===== src/rtl/rv_bp_pkg.sv =====
// Shared branch-prediction definitions.
// Holds the 2-bit saturating counter encoding, the counter values used at
// reset and on allocation, and the saturating counter update helper.
// No ports: imported by the BTB storage array and the branch target unit.
package rv_bp_pkg;

  typedef enum logic [1:0] {
    SNT = 2'd0,
    WNT = 2'd1,
    WT  = 2'd2,
    ST  = 2'd3
  } ctr_t;

  localparam ctr_t CTR_RESET = WNT;
  localparam ctr_t CTR_ALLOC = WT;

  // Step toward "taken" or "not taken", clamping at the strong states.
  function automatic ctr_t sat_update(input ctr_t ctr, input logic taken);
    if (taken)
      return (ctr == ST) ? ST : ctr_t'(ctr + 2'd1);
    else
      return (ctr == SNT) ? SNT : ctr_t'(ctr - 2'd1);
  endfunction

endpackage


===== src/rtl/branch_target_unit_if.sv =====
// Pipeline-facing bundle of the branch target unit.
// Fetch side: f_pc in, f_hit/f_pred_taken/f_pred_target out.
// Execute side: e_valid, type flags, e_cond, e_pc, e_imm, e_rs1 and the
// carried prediction in; e_target out.
// Redirect side: redirect_valid/redirect_pc out to the PC mux.
// master = pipeline (drives inputs), slave = branch_target_unit.
interface branch_target_unit_if #(
  parameter int XLEN = 32
);
  logic [XLEN-1:0] f_pc;
  logic            f_hit;
  logic            f_pred_taken;
  logic [XLEN-1:0] f_pred_target;

  logic            e_valid;
  logic            e_is_branch;
  logic            e_is_jal;
  logic            e_is_jalr;
  logic            e_cond;
  logic [XLEN-1:0] e_pc;
  logic [XLEN-1:0] e_imm;
  logic [XLEN-1:0] e_rs1;
  logic            e_pred_taken;
  logic [XLEN-1:0] e_pred_target;
  logic [XLEN-1:0] e_target;

  logic            redirect_valid;
  logic [XLEN-1:0] redirect_pc;

  modport master (
    output f_pc, e_valid, e_is_branch, e_is_jal, e_is_jalr, e_cond,
           e_pc, e_imm, e_rs1, e_pred_taken, e_pred_target,
    input  f_hit, f_pred_taken, f_pred_target, e_target,
           redirect_valid, redirect_pc
  );

  modport slave (
    input  f_pc, e_valid, e_is_branch, e_is_jal, e_is_jalr, e_cond,
           e_pc, e_imm, e_rs1, e_pred_taken, e_pred_target,
    output f_hit, f_pred_taken, f_pred_target, e_target,
           redirect_valid, redirect_pc
  );
endinterface


===== src/rtl/btb_array.sv =====
// Direct-mapped branch target buffer storage.
// Ports: clk, rst (async, active-high; clears valid bits and counters),
// f_* asynchronous read used by Fetch, e_* asynchronous read of the
// valid/tag/counter fields used to resolve hits in Execute, w_* single
// synchronous write port.
module btb_array
  import rv_bp_pkg::*;
#(
  parameter int XLEN  = 32,
  parameter int DEPTH = 16,
  parameter int IDX_W = $clog2(DEPTH),
  parameter int TAG_W = XLEN - IDX_W - 2
) (
  input  logic             clk,
  input  logic             rst,
  input  logic [IDX_W-1:0] f_idx,
  output logic             f_valid,
  output logic [TAG_W-1:0] f_tag,
  output logic [XLEN-1:0]  f_target,
  output logic             f_jump,
  output ctr_t             f_ctr,
  input  logic [IDX_W-1:0] e_idx,
  output logic             e_valid,
  output logic [TAG_W-1:0] e_tag,
  output ctr_t             e_ctr,
  input  logic             we,
  input  logic [IDX_W-1:0] w_idx,
  input  logic [TAG_W-1:0] w_tag,
  input  logic [XLEN-1:0]  w_target,
  input  logic             w_jump,
  input  ctr_t             w_ctr
);

  logic             valid_q  [DEPTH];
  ctr_t             ctr_q    [DEPTH];
  logic [TAG_W-1:0] tag_q    [DEPTH];
  logic [XLEN-1:0]  target_q [DEPTH];
  logic             jump_q   [DEPTH];

  // Valid bits and counters carry the reset state; an async reset
  // invalidates the whole table immediately.
  always_ff @(posedge clk or posedge rst) begin
    if (rst) begin
      for (int i = 0; i < DEPTH; i++) begin
        valid_q[i] <= 1'b0;
        ctr_q[i]   <= CTR_RESET;
      end
    end else if (we) begin
      valid_q[w_idx] <= 1'b1;
      ctr_q[w_idx]   <= w_ctr;
    end
  end

  // Payload fields are only meaningful behind a valid bit, so no reset.
  always_ff @(posedge clk) begin
    if (we) begin
      tag_q[w_idx]    <= w_tag;
      target_q[w_idx] <= w_target;
      jump_q[w_idx]   <= w_jump;
    end
  end

  assign f_valid  = valid_q[f_idx];
  assign f_tag    = tag_q[f_idx];
  assign f_target = target_q[f_idx];
  assign f_jump   = jump_q[f_idx];
  assign f_ctr    = ctr_q[f_idx];

  assign e_valid  = valid_q[e_idx];
  assign e_tag    = tag_q[e_idx];
  assign e_ctr    = ctr_q[e_idx];

endmodule


===== src/rtl/branch_target_unit.sv =====
// Branch target unit: Execute-stage target computation, BTB update with
// 2-bit counters, same-cycle Fetch prediction and registered mispredict
// redirect.
// Ports: clk, rst (async, active-high), bus (slave side of
// branch_target_unit_if carrying the Fetch, Execute and redirect signals).
module branch_target_unit
  import rv_bp_pkg::*;
#(
  parameter int XLEN  = 32,
  parameter int DEPTH = 16
) (
  input logic                 clk,
  input logic                 rst,
  branch_target_unit_if.slave bus
);

  localparam int IDX_W = $clog2(DEPTH);
  localparam int TAG_W = XLEN - IDX_W - 2;

  logic [IDX_W-1:0] f_idx, e_idx;
  logic [TAG_W-1:0] f_tag_in, e_tag_in;
  logic             f_rd_valid, f_rd_jump, e_rd_valid;
  logic [TAG_W-1:0] f_rd_tag, e_rd_tag;
  logic [XLEN-1:0]  f_rd_target;
  ctr_t             f_rd_ctr, e_rd_ctr, w_ctr;
  logic             f_hit, e_hit, cf, actual_taken, mispredict, we, w_jump;
  logic [XLEN-1:0]  target, jalr_sum, pc_plus4;
  logic             unused_pc_lsbs;

  assign f_idx    = bus.f_pc[IDX_W+1:2];
  assign f_tag_in = bus.f_pc[XLEN-1:IDX_W+2];
  assign e_idx    = bus.e_pc[IDX_W+1:2];
  assign e_tag_in = bus.e_pc[XLEN-1:IDX_W+2];
  assign unused_pc_lsbs = ^bus.f_pc[1:0];

  btb_array #(
    .XLEN (XLEN),
    .DEPTH(DEPTH),
    .IDX_W(IDX_W),
    .TAG_W(TAG_W)
  ) u_btb (
    .clk     (clk),
    .rst     (rst),
    .f_idx   (f_idx),
    .f_valid (f_rd_valid),
    .f_tag   (f_rd_tag),
    .f_target(f_rd_target),
    .f_jump  (f_rd_jump),
    .f_ctr   (f_rd_ctr),
    .e_idx   (e_idx),
    .e_valid (e_rd_valid),
    .e_tag   (e_rd_tag),
    .e_ctr   (e_rd_ctr),
    .we      (we),
    .w_idx   (e_idx),
    .w_tag   (e_tag_in),
    .w_target(target),
    .w_jump  (w_jump),
    .w_ctr   (w_ctr)
  );

  // Fetch prediction sees the table contents before any same-cycle write.
  assign f_hit             = f_rd_valid && (f_rd_tag == f_tag_in);
  assign bus.f_hit         = f_hit;
  assign bus.f_pred_taken  = f_hit && (f_rd_jump || f_rd_ctr[1]);
  assign bus.f_pred_target = f_hit ? f_rd_target : '0;

  // JALR clears bit 0 of the register-relative sum; carries wrap freely.
  always_comb begin
    jalr_sum    = bus.e_rs1 + bus.e_imm;
    jalr_sum[0] = 1'b0;
    target      = bus.e_is_jalr ? jalr_sum : (bus.e_pc + bus.e_imm);
  end

  assign bus.e_target = target;
  assign pc_plus4     = bus.e_pc + XLEN'(4);

  assign cf           = bus.e_valid & (bus.e_is_branch | bus.e_is_jal | bus.e_is_jalr);
  assign actual_taken = bus.e_is_jal | bus.e_is_jalr | (bus.e_is_branch & bus.e_cond);
  assign mispredict   = cf && ((actual_taken != bus.e_pred_taken) ||
                               (actual_taken && (bus.e_pred_target != target)));

  // Hits always refresh the entry; misses only allocate when taken.
  // Jump entries are pinned at strongly-taken.
  always_comb begin
    e_hit  = e_rd_valid && (e_rd_tag == e_tag_in);
    we     = cf && (e_hit || actual_taken);
    w_jump = bus.e_is_jal | bus.e_is_jalr;
    if (w_jump)
      w_ctr = ST;
    else if (e_hit)
      w_ctr = sat_update(e_rd_ctr, actual_taken);
    else
      w_ctr = CTR_ALLOC;
  end

  // Redirect pulses for exactly one cycle per mispredict; the PC is only
  // reloaded on a mispredict so it holds between pulses.
  always_ff @(posedge clk or posedge rst) begin
    if (rst) begin
      bus.redirect_valid <= 1'b0;
      bus.redirect_pc    <= '0;
    end else begin
      bus.redirect_valid <= mispredict;
      if (mispredict)
        bus.redirect_pc <= actual_taken ? target : pc_plus4;
    end
  end

endmodule


===== src/flat_wrapper.sv =====
// flat-port wrapper written by rule: the top's interface ports become plain ports
module branch_target_unit_flat import rv_bp_pkg::*;
#(
  parameter int XLEN  = 32,
  parameter int DEPTH = 16
)
  (clk, rst, bus_f_pc, bus_e_valid, bus_e_is_branch, bus_e_is_jal, bus_e_is_jalr, bus_e_cond, bus_e_pc, bus_e_imm, bus_e_rs1, bus_e_pred_taken, bus_e_pred_target, bus_f_hit, bus_f_pred_taken, bus_f_pred_target, bus_e_target, bus_redirect_valid, bus_redirect_pc);
  branch_target_unit_if #(.XLEN(XLEN)) bus_i ();
  input logic clk;
  input logic rst;
  input wire logic [$bits(bus_i.f_pc)-1:0] bus_f_pc;
  input wire logic [$bits(bus_i.e_valid)-1:0] bus_e_valid;
  input wire logic [$bits(bus_i.e_is_branch)-1:0] bus_e_is_branch;
  input wire logic [$bits(bus_i.e_is_jal)-1:0] bus_e_is_jal;
  input wire logic [$bits(bus_i.e_is_jalr)-1:0] bus_e_is_jalr;
  input wire logic [$bits(bus_i.e_cond)-1:0] bus_e_cond;
  input wire logic [$bits(bus_i.e_pc)-1:0] bus_e_pc;
  input wire logic [$bits(bus_i.e_imm)-1:0] bus_e_imm;
  input wire logic [$bits(bus_i.e_rs1)-1:0] bus_e_rs1;
  input wire logic [$bits(bus_i.e_pred_taken)-1:0] bus_e_pred_taken;
  input wire logic [$bits(bus_i.e_pred_target)-1:0] bus_e_pred_target;
  output wire logic [$bits(bus_i.f_hit)-1:0] bus_f_hit;
  output wire logic [$bits(bus_i.f_pred_taken)-1:0] bus_f_pred_taken;
  output wire logic [$bits(bus_i.f_pred_target)-1:0] bus_f_pred_target;
  output wire logic [$bits(bus_i.e_target)-1:0] bus_e_target;
  output wire logic [$bits(bus_i.redirect_valid)-1:0] bus_redirect_valid;
  output wire logic [$bits(bus_i.redirect_pc)-1:0] bus_redirect_pc;
  assign bus_i.f_pc = bus_f_pc;
  assign bus_i.e_valid = bus_e_valid;
  assign bus_i.e_is_branch = bus_e_is_branch;
  assign bus_i.e_is_jal = bus_e_is_jal;
  assign bus_i.e_is_jalr = bus_e_is_jalr;
  assign bus_i.e_cond = bus_e_cond;
  assign bus_i.e_pc = bus_e_pc;
  assign bus_i.e_imm = bus_e_imm;
  assign bus_i.e_rs1 = bus_e_rs1;
  assign bus_i.e_pred_taken = bus_e_pred_taken;
  assign bus_i.e_pred_target = bus_e_pred_target;
  assign bus_f_hit = bus_i.f_hit;
  assign bus_f_pred_taken = bus_i.f_pred_taken;
  assign bus_f_pred_target = bus_i.f_pred_target;
  assign bus_e_target = bus_i.e_target;
  assign bus_redirect_valid = bus_i.redirect_valid;
  assign bus_redirect_pc = bus_i.redirect_pc;
  branch_target_unit #(.XLEN(XLEN), .DEPTH(DEPTH)) u_core (.clk(clk), .rst(rst), .bus(bus_i));
endmodule

===== config.mk =====
export PLATFORM = sky130hd
export DESIGN_NAME = branch_target_unit_flat
export DESIGN_NICKNAME = d
export VERILOG_FILES = /design/src/rtl/rv_bp_pkg.sv /design/src/rtl/branch_target_unit_if.sv /design/src/rtl/btb_array.sv /design/src/rtl/branch_target_unit.sv /design/src/flat_wrapper.sv
export SDC_FILE = /design/constraint.sdc
export NUM_CORES = 1
export LEC_CHECK = 0
export BUFFER_PORTS_ARGS = -buffer_cell sky130_fd_sc_hd__buf_2
export CORE_ASPECT_RATIO = 0.5
export CORE_MARGIN = 2
export CORE_UTILIZATION = 40
export DETAILED_ROUTE_END_ITERATION = 16
export PLACE_DENSITY_LB_ADDON = 0.3
export SLEW_MARGIN = 20
export SYNTH_ARGS = -nofsm -noshare
export SYNTH_HDL_FRONTEND = slang
export SYNTH_SLANG_ARGS = --single-unit
export TNS_END_PERCENT = 50

===== constraint.sdc =====
create_clock -name clk -period 15.2 [get_ports clk]
set_clock_uncertainty 0.15 [all_clocks]
set_input_delay 3.04 -clock clk [delete_from_list [all_inputs] [get_ports clk]]
set_output_delay 3.04 -clock clk [all_outputs]
set_load 0.1 [all_outputs]

==> reports/summary.txt, run 1 <==
======================================================================================
Min Clock Period, post-route                                                  10.88 ns
Cell area after technology mapping                                           49700 µm²
Power Total                                                                    7.01 mW
Most used flip-flop cell after synthesis                                  sky130_fd_sc_hd__edfxtp_1
Unrepaired setup endpoints after global routing                                  false
PostCTS Resize Cnt                                                                   0
HPWL after DPL                                                                90500 µm
First-pass DRT Iterations                                                            5
Horiz. Die Dim                                                                  503 µm
WS Path Type                                                                    in2out
Achievable frequency                                                          91.9 MHz
Endpoint class of the critical path                                        output port
Initial Util                                                                     40.3%
Kind of launch point of the worst setup path                                input port
Via density per instance                                                          6.07
Num ports                                                                          267
Placed inst area                                                             53000 µm²
Internal power summed over all cells                                           4.98 mW
Final Max Tran Viols                                                                 0
Wire length reported by the detailed router                                  147000 µm
Port Buffer Count                                                                  264
Clock Latency Late Sink                                                        0.70 ns
R2R cell count                                                                      10
Clock slew at the register clock pins of the worst setup and hold paths        0.07 ns
Sequential Power Share                                                           47.4%
Arrival time at the worst endpoint                                             7.69 ns
Synth Instances                                                                   2861
Core footprint                                                              123000 µm²
Wire length of the first global-routing pass                                 210000 µm
Power density over cell area                                                125 nW/µm²
Number of unique standard cell types used by synthesis                             106
Gr usage total                                                                   23.0%
Post-synth ARST share                                                            7.90%
Delay of the slowest cell on the worst path                                    0.92 ns
Final standard cell area without fillers                                     56100 µm²
Max rail drop VDD                                                          0.0000871 V
Max Root-Sink Buffers                                                                3
Total grt overflow                                                                   0
Drt drc                                                                              0
Hold-fix buffer count after cts                                                      0
Post-CTS setup buffer count                                                          0
Pin count of the biggest net entering global routing                               109
TritonCTS buffer count                                                              95
Number of storage elements in the synthesis netlist                               1025
Minimum setup slack among reg-to-reg paths                                     8.89 ns
Fill count                                                                       10532
Required time of the worst setup path                                         12.01 ns
Chip Height                                                                     253 µm
Vias after detailed routing                                                      29561
Maximum capacitance violations                                                       0
Maximum level of the CTS H-tree                                                      3
Buffer cell driving the clock tree root                                   sky130_fd_sc_hd__clkbuf_16
Hold depth                                                                           1
WHS                                                                           0.342 ns
Proportion of total power due to net switching                                   28.8%
Comb pwr share                                                                   18.9%
Ratio of cells with drive above 1 in the final layout                            32.6%
Hold Vio Cnt, Final                                                                  0
Crit path max-delay cell type                                             sky130_fd_sc_hd__buf_4
Total number of nets in the final design                                          3349
List of cells traversed by the critical path                              buf_6 > buf_4 > buf_4 > mux4_2 > mux4_2 > xnor2_1 > nand4_1 > nor3_2 > buf_4 > nand2_1 > nor2_1 > buf_2
Most common library cell in the layout ignoring fill and taps             sky130_fd_sc_hd__edfxtp_1
Number of global-route vias before repair                                        29549
Post-route fraction of the period consumed by the critical path                  71.6%
Top cell by count, worst path                                             sky130_fd_sc_hd__buf_4
Synthesized Nets                                                                  3096
Setup TNS Final                                                                   0 ns
Pin slew with the least headroom to its limit                                  1.23 ns
GPL Wtd Cong                                                                     0.931
Net switching power                                                            2.02 mW
Row Count                                                                           91
Initial DRC count                                                                 3639
Leakage power total                                                            18.7 nW
Mean instance size in the synthesized netlist                                 17.4 µm²
Final Core Density                                                               45.5%
Number of nets with antenna violations after detailed routing                        0
Clock Sinks                                                                       1025
CTS tree                                                                          done
Synth-to-Final Area Change                                                       12.7%
Run status                                                                   completed
Antenna violations before repair                                                    10
Clock share of power                                                             33.7%
Number of enable flip-flop cells after synthesis                                   944
Commonest cells after routing, fill and taps aside                        944 x sky130_fd_sc_hd__edfxtp_1, 440 x sky130_fd_sc_hd__mux4_2, 258 x sky130_fd_sc_hd__buf_2, 132 x sky130_fd_sc_hd__nand2_1, 106 x sky130_fd_sc_hd__nor2_1
Total die area                                                              127000 µm²
Post-synthesis sequential area ratio                                             61.1%
Type of the tightest min-delay check                                           reg2reg
Total of warnings raised by yosys                                                    0
Max-Slew Margin vs Limit                                                         17.3%
Critical-path maximum fanout                                                        54
Total setup violations reported at the end of the flow                               0
Detail-routed net length per standard cell                                     30.2 µm
======================================================================================
## per-stage QoR
step                instances  setup WS (ns)
floorplan                2861           4.51
global placement         4691           4.22
detailed placement       4691           4.26
CTS                      4869           4.26
global route             4871           3.97
finish                   4871           4.32
## cell usage after synthesis (all sizes together) (16+ instances only)
cell type  count  area share (%)
or2           19            0.24
nor2         107            0.81
xor2          39            0.69
edfxtp       944              57
a21oi        116             1.3
nand4         46            0.58
mux2          38             1.1
a211oi        18            0.30
a2bb2oi       16            0.38
inv           34            0.26
xnor2         97             1.7
nor4          19            0.25
clkbuf        82            0.62
ha            65             1.6
dfrtp         65             3.3
mux4         440              20
mux2i         24            0.52
nand3         41            0.42
buf           95             1.1
nand2        133             1.0
o21ai         75            0.77
nor3          35            0.38
and2          28            0.37
dfstp         16            0.85
o21a          19            0.29
and3          57            0.72
## critical path: cells and delay by family
| family | cells | cell delay, ns |
|---|---|---|
| multiplexers | 2 | 0.94 |
| buffers and inverters | 5 | 2.74 |
| XOR/XNOR | 1 | 0.17 |
| AND/OR/NAND/NOR | 4 | 0.56 |
## power by group through the flow
stage	registers (mW)	clock network, mW	logic [mW]
after CTS	3.32	2.40	1.32
after global routing	3.33	2.50	1.39
after floorplan	3.53	0	0.759
final	3.32	2.36	1.32
after global placement	3.37	0	1.30
after detailed placement	3.38	0	1.32
## flip-flops by register name, summed over array words and instances (netlist names)
register,cells
u_core.u_btb.tag_q,416
u_core.bus.redirect_pc,32
u_core.bus.redirect_valid,1
u_core.u_btb.ctr_q,32
u_core.u_btb.valid_q,16
u_core.u_btb.jump_q,16
u_core.u_btb.target_q,512
## cell families after synthesis
group,count (synthesis),share of synthesized area [%]
buffers and inverters,212,1.97
and+or+nand+nor,548,5.74
DFF,1025,61.1
xor gates and xnor gates,145,2.83
muxes,502,21.5
adders and majority gates,68,1.74
AOI/OAI and AO/OA,361,5.12
## layout make-up
type,count,area (µm²),area share [%]
antenna,2,5.00,0.00893
multi-input combinational,1624,18500,33.0
timing repair buffer,333,1910,3.40
clock inverter,45,424,0.757
tap,1674,2090,3.74
inverter,35,133,0.237
sequential,1025,30400,54.2
clock buffer,133,2630,4.70
## layer usage
metal	global-route usage, %	up-vias	part of all wire [%]
met2	37.2	1303	48
met5	0	-	0.011
met3	3.22	201	7.1
met4	6.92	2	3.0
met1	32.6	15718	42
li1	-	12337	-
## path summary, 6_finish.rpt
kind                                                           from                              endpoint
worst min register to register  u_core.u_btb.valid_q[8]$_DFFE_PP0P_   u_core.u_btb.valid_q[8]$_DFFE_PP0P_
worst max register to register  u_core.u_btb.tag_q[11][5]$_DFFE_PP_   u_core.u_btb.tag_q[3][21]$_DFFE_PP_
worst min-delay path            u_core.u_btb.valid_q[8]$_DFFE_PP0P_   u_core.u_btb.valid_q[8]$_DFFE_PP0P_
max in group asynchronous                                       rst  u_core.u_btb.valid_q[13]$_DFFE_PP0P_
min in group asynchronous                                       rst   u_core.bus.redirect_valid$_DFF_PP0_
worst max-delay path                                    bus_f_pc[3]                      bus_f_pred_taken
Power figures use the tool's default switching activity.
==> inputs of run 2 (changes only) <==
==> constraint.sdc (replaced) <==
create_clock -name clk -period 11.2 [get_ports clk]
set_clock_uncertainty 0.15 [all_clocks]
set_input_delay 2.24 -clock clk [delete_from_list [all_inputs] [get_ports clk]]
set_output_delay 2.24 -clock clk [all_outputs]
set_load 0.1 [all_outputs]
==> reports/summary.txt, run 2 (synthesized netlist as in run 1, its figures left out) <==
======================================================================================
Number of global-route vias before repair                                        29437   -0.38%
Port Buffer Count                                                                  264   unchanged
Clock Latency Late Sink                                                        0.71 ns   about the same
Initial Util                                                                     40.3%   unchanged
Wire length reported by the detailed router                                  147000 µm   -0.43%
Post-CTS setup buffer count                                                          0   unchanged
Setup TNS Final                                                                   0 ns   unchanged
Total grt overflow                                                                   0   unchanged
Total number of nets in the final design                                          3358   +0.27%
Arrival time at the worst endpoint                                             6.72 ns   -0.97 ns
Max Root-Sink Buffers                                                                3   unchanged
Row Count                                                                           91   unchanged
Pin slew with the least headroom to its limit                                  1.22 ns   -0.0118 ns
Power density over cell area                                                173 nW/µm²   +38%
Required time of the worst setup path                                          8.81 ns   -3.20 ns
HPWL after DPL                                                                91300 µm   +0.95%
Drt drc                                                                              0   unchanged
Gr usage total                                                                   22.9%   -0.12 points
Commonest cells after routing, fill and taps aside                        944 x sky130_fd_sc_hd__edfxtp_1, 440 x sky130_fd_sc_hd__mux4_2, 258 x sky130_fd_sc_hd__buf_2, 132 x sky130_fd_sc_hd__nand2_1, 106 x sky130_fd_sc_hd__nor2_1
Number of nets with antenna violations after detailed routing                        0   unchanged
Unrepaired setup endpoints after global routing                                  false
Core footprint                                                              123000 µm²   unchanged
Vias after detailed routing                                                      29757   +0.66%
Ratio of cells with drive above 1 in the final layout                            33.6%   +1.0 points
Type of the tightest min-delay check                                           reg2reg
Num ports                                                                          267   unchanged
TritonCTS buffer count                                                              95   unchanged
Clock slew at the register clock pins of the worst setup and hold paths        0.06 ns   about the same
Fill count                                                                       10471   -0.58%
Hold depth                                                                           1   unchanged
Critical-path maximum fanout                                                        19   -65%
Hold Crit Endpoint                                                        u_core.u_btb.valid_q[0]$_DFFE_PP0P_
Number of placed instances, taps included                                         4700   +0.19%
WS Path Type                                                                    in2out
Leakage power total                                                            18.9 nW   +1.3%
Post-route fraction of the period consumed by the critical path                  81.3%
GPL Wtd Cong                                                                     0.931   about the same
Register with the most flip-flops                                         u_core.u_btb.target_q
Kind of launch point of the worst setup path                                input port
Fin cells                                                                         4881   +0.21%
Maximum capacitance violations                                                       0   unchanged
Max-Slew Margin vs Limit                                                         18.1%   +0.79 points
Via density per instance                                                          6.10   +0.46%
Most common library cell in the layout ignoring fill and taps             sky130_fd_sc_hd__edfxtp_1
CTS tree                                                                          done
Detail-routed net length per standard cell                                     30.0 µm   -0.63%
Hold Vio Cnt, Final                                                                  0   unchanged
Power Total                                                                    9.78 mW   +40%
Chip Height                                                                     253 µm   unchanged
Total die area                                                              127000 µm²   unchanged
Min Clock Period, post-route                                                   9.11 ns
Final Max Tran Viols                                                                 0   unchanged
Endpoint class of the critical path                                        output port
Run status                                                                   completed
Endpoint of the lowest-slack register-to-register path                    u_core.u_btb.target_q[2][15]$_DFFE_PP_
First-pass DRT Iterations                                                            8   +3
Wire length of the first global-routing pass                                 209000 µm   -0.80%
Max reg flops                                                                      512   unchanged
Hold-fix buffer count after cts                                                      0   unchanged
Achievable frequency                                                           110 MHz
Minimum setup slack among reg-to-reg paths                                     5.56 ns   -3.33 ns
Maximum level of the CTS H-tree                                                      3   unchanged
R2R cell count                                                                      10   unchanged
Total setup violations reported at the end of the flow                               0   unchanged
Antenna violations before repair                                                     9   -1
Max rail drop VDD                                                           0.000124 V   +43%
Clock Sinks                                                                       1025   unchanged
Buffer cell driving the clock tree root                                   sky130_fd_sc_hd__clkbuf_16
Regs by FF count                                                          u_core.u_btb.target_q (512), u_core.u_btb.tag_q (416)
PostCTS Resize Cnt                                                                   0   unchanged
Hold Path Origin                                                          u_core.u_btb.valid_q[0]$_DFFE_PP0P_
Pin count of the biggest net entering global routing                               116   +6.4%
Horiz. Die Dim                                                                  503 µm   unchanged
Initial DRC count                                                                 3324   -8.7%
Synth-to-Final Area Change                                                       13.8%
Worst reg2reg path startpoint                                             u_core.u_btb.tag_q[9][1]$_DFFE_PP_
======================================================================================
-- run 2: metrics by stage --
step	cell area, µm²	utilization [%]	setup slack [ns]	hold WS [ns]
2_1_floorplan	49700	-	2.11	0.295
3_3_place_gp	53200	43.2	2.16	0.317
3_5_place_dp	53200	43.2	2.11	0.322
4_1_cts	56600	45.9	2.10	0.341
5_1_grt	56600	45.9	1.94	0.353
6_report	56600	45.9	2.09	0.341
-- run 2: how the worst max path moves through the flow --
stage,from,end,slack (ns),depth (start not counted)
3_3_place_gp,bus_e_pc[4],bus_e_target[30],2.16,11
4_1_cts,bus_e_pc[4],bus_e_target[30],2.10,11
3_5_place_dp,bus_e_pc[4],bus_e_target[30],2.11,11
6_report,bus_e_pc[4],bus_e_target[30],2.09,11
2_1_floorplan,bus_e_imm[0],bus_e_target[12],2.11,9
5_1_grt,bus_e_pc[4],bus_e_target[30],1.94,11
-- run 2: final cells by class --
type	instances	area, µm²	share of cell area, %
Sequential cell	1025	30400	53.7
Multi-Input combinational cell	1624	18500	32.6
Clock buffer	121	2570	4.55
Timing Repair Buffer	342	2120	3.75
Tap cell	1674	2090	3.70
Clock inverter	58	816	1.44
Inverter	35	133	0.234
Antenna cell	2	5.00	0.00884
-- run 2: routing by layer --
metal | up-vias | track usage [%] | wire, µm
met1 | 15871 | 31.5 | 59900
met4 | 0 | 6.87 | 4460
met5 | - | 0 | 0
met2 | 1325 | 37.8 | 72000
li1 | 12358 | - | -
met3 | 203 | 3.52 | 10200
-- run 2: report_power, final --
group / total [mW] / switching (mW) / leakage, nW / internal [mW]
clock network: 3.48 / 1.48 / 1.65 / 2.00
registers: 4.51 / 0.0817 / 9.43 / 4.43
logic: 1.79 / 1.22 / 7.86 / 0.570
total: 9.78 / 2.79 / 18.9 / 7.00
-- run 2: critical path, stage by stage --
cell                       delay, ns
sky130_fd_sc_hd__buf_2          0.69
sky130_fd_sc_hd__ha_1           0.45
sky130_fd_sc_hd__a21o_1         0.20
sky130_fd_sc_hd__a221oi_1       0.49
sky130_fd_sc_hd__nor2_2         0.19
sky130_fd_sc_hd__o211a_1        0.31
sky130_fd_sc_hd__o41ai_2        0.40
sky130_fd_sc_hd__nand3_1        0.11
sky130_fd_sc_hd__or3b_1         0.23
sky130_fd_sc_hd__and2_1         0.81
sky130_fd_sc_hd__buf_2          0.58
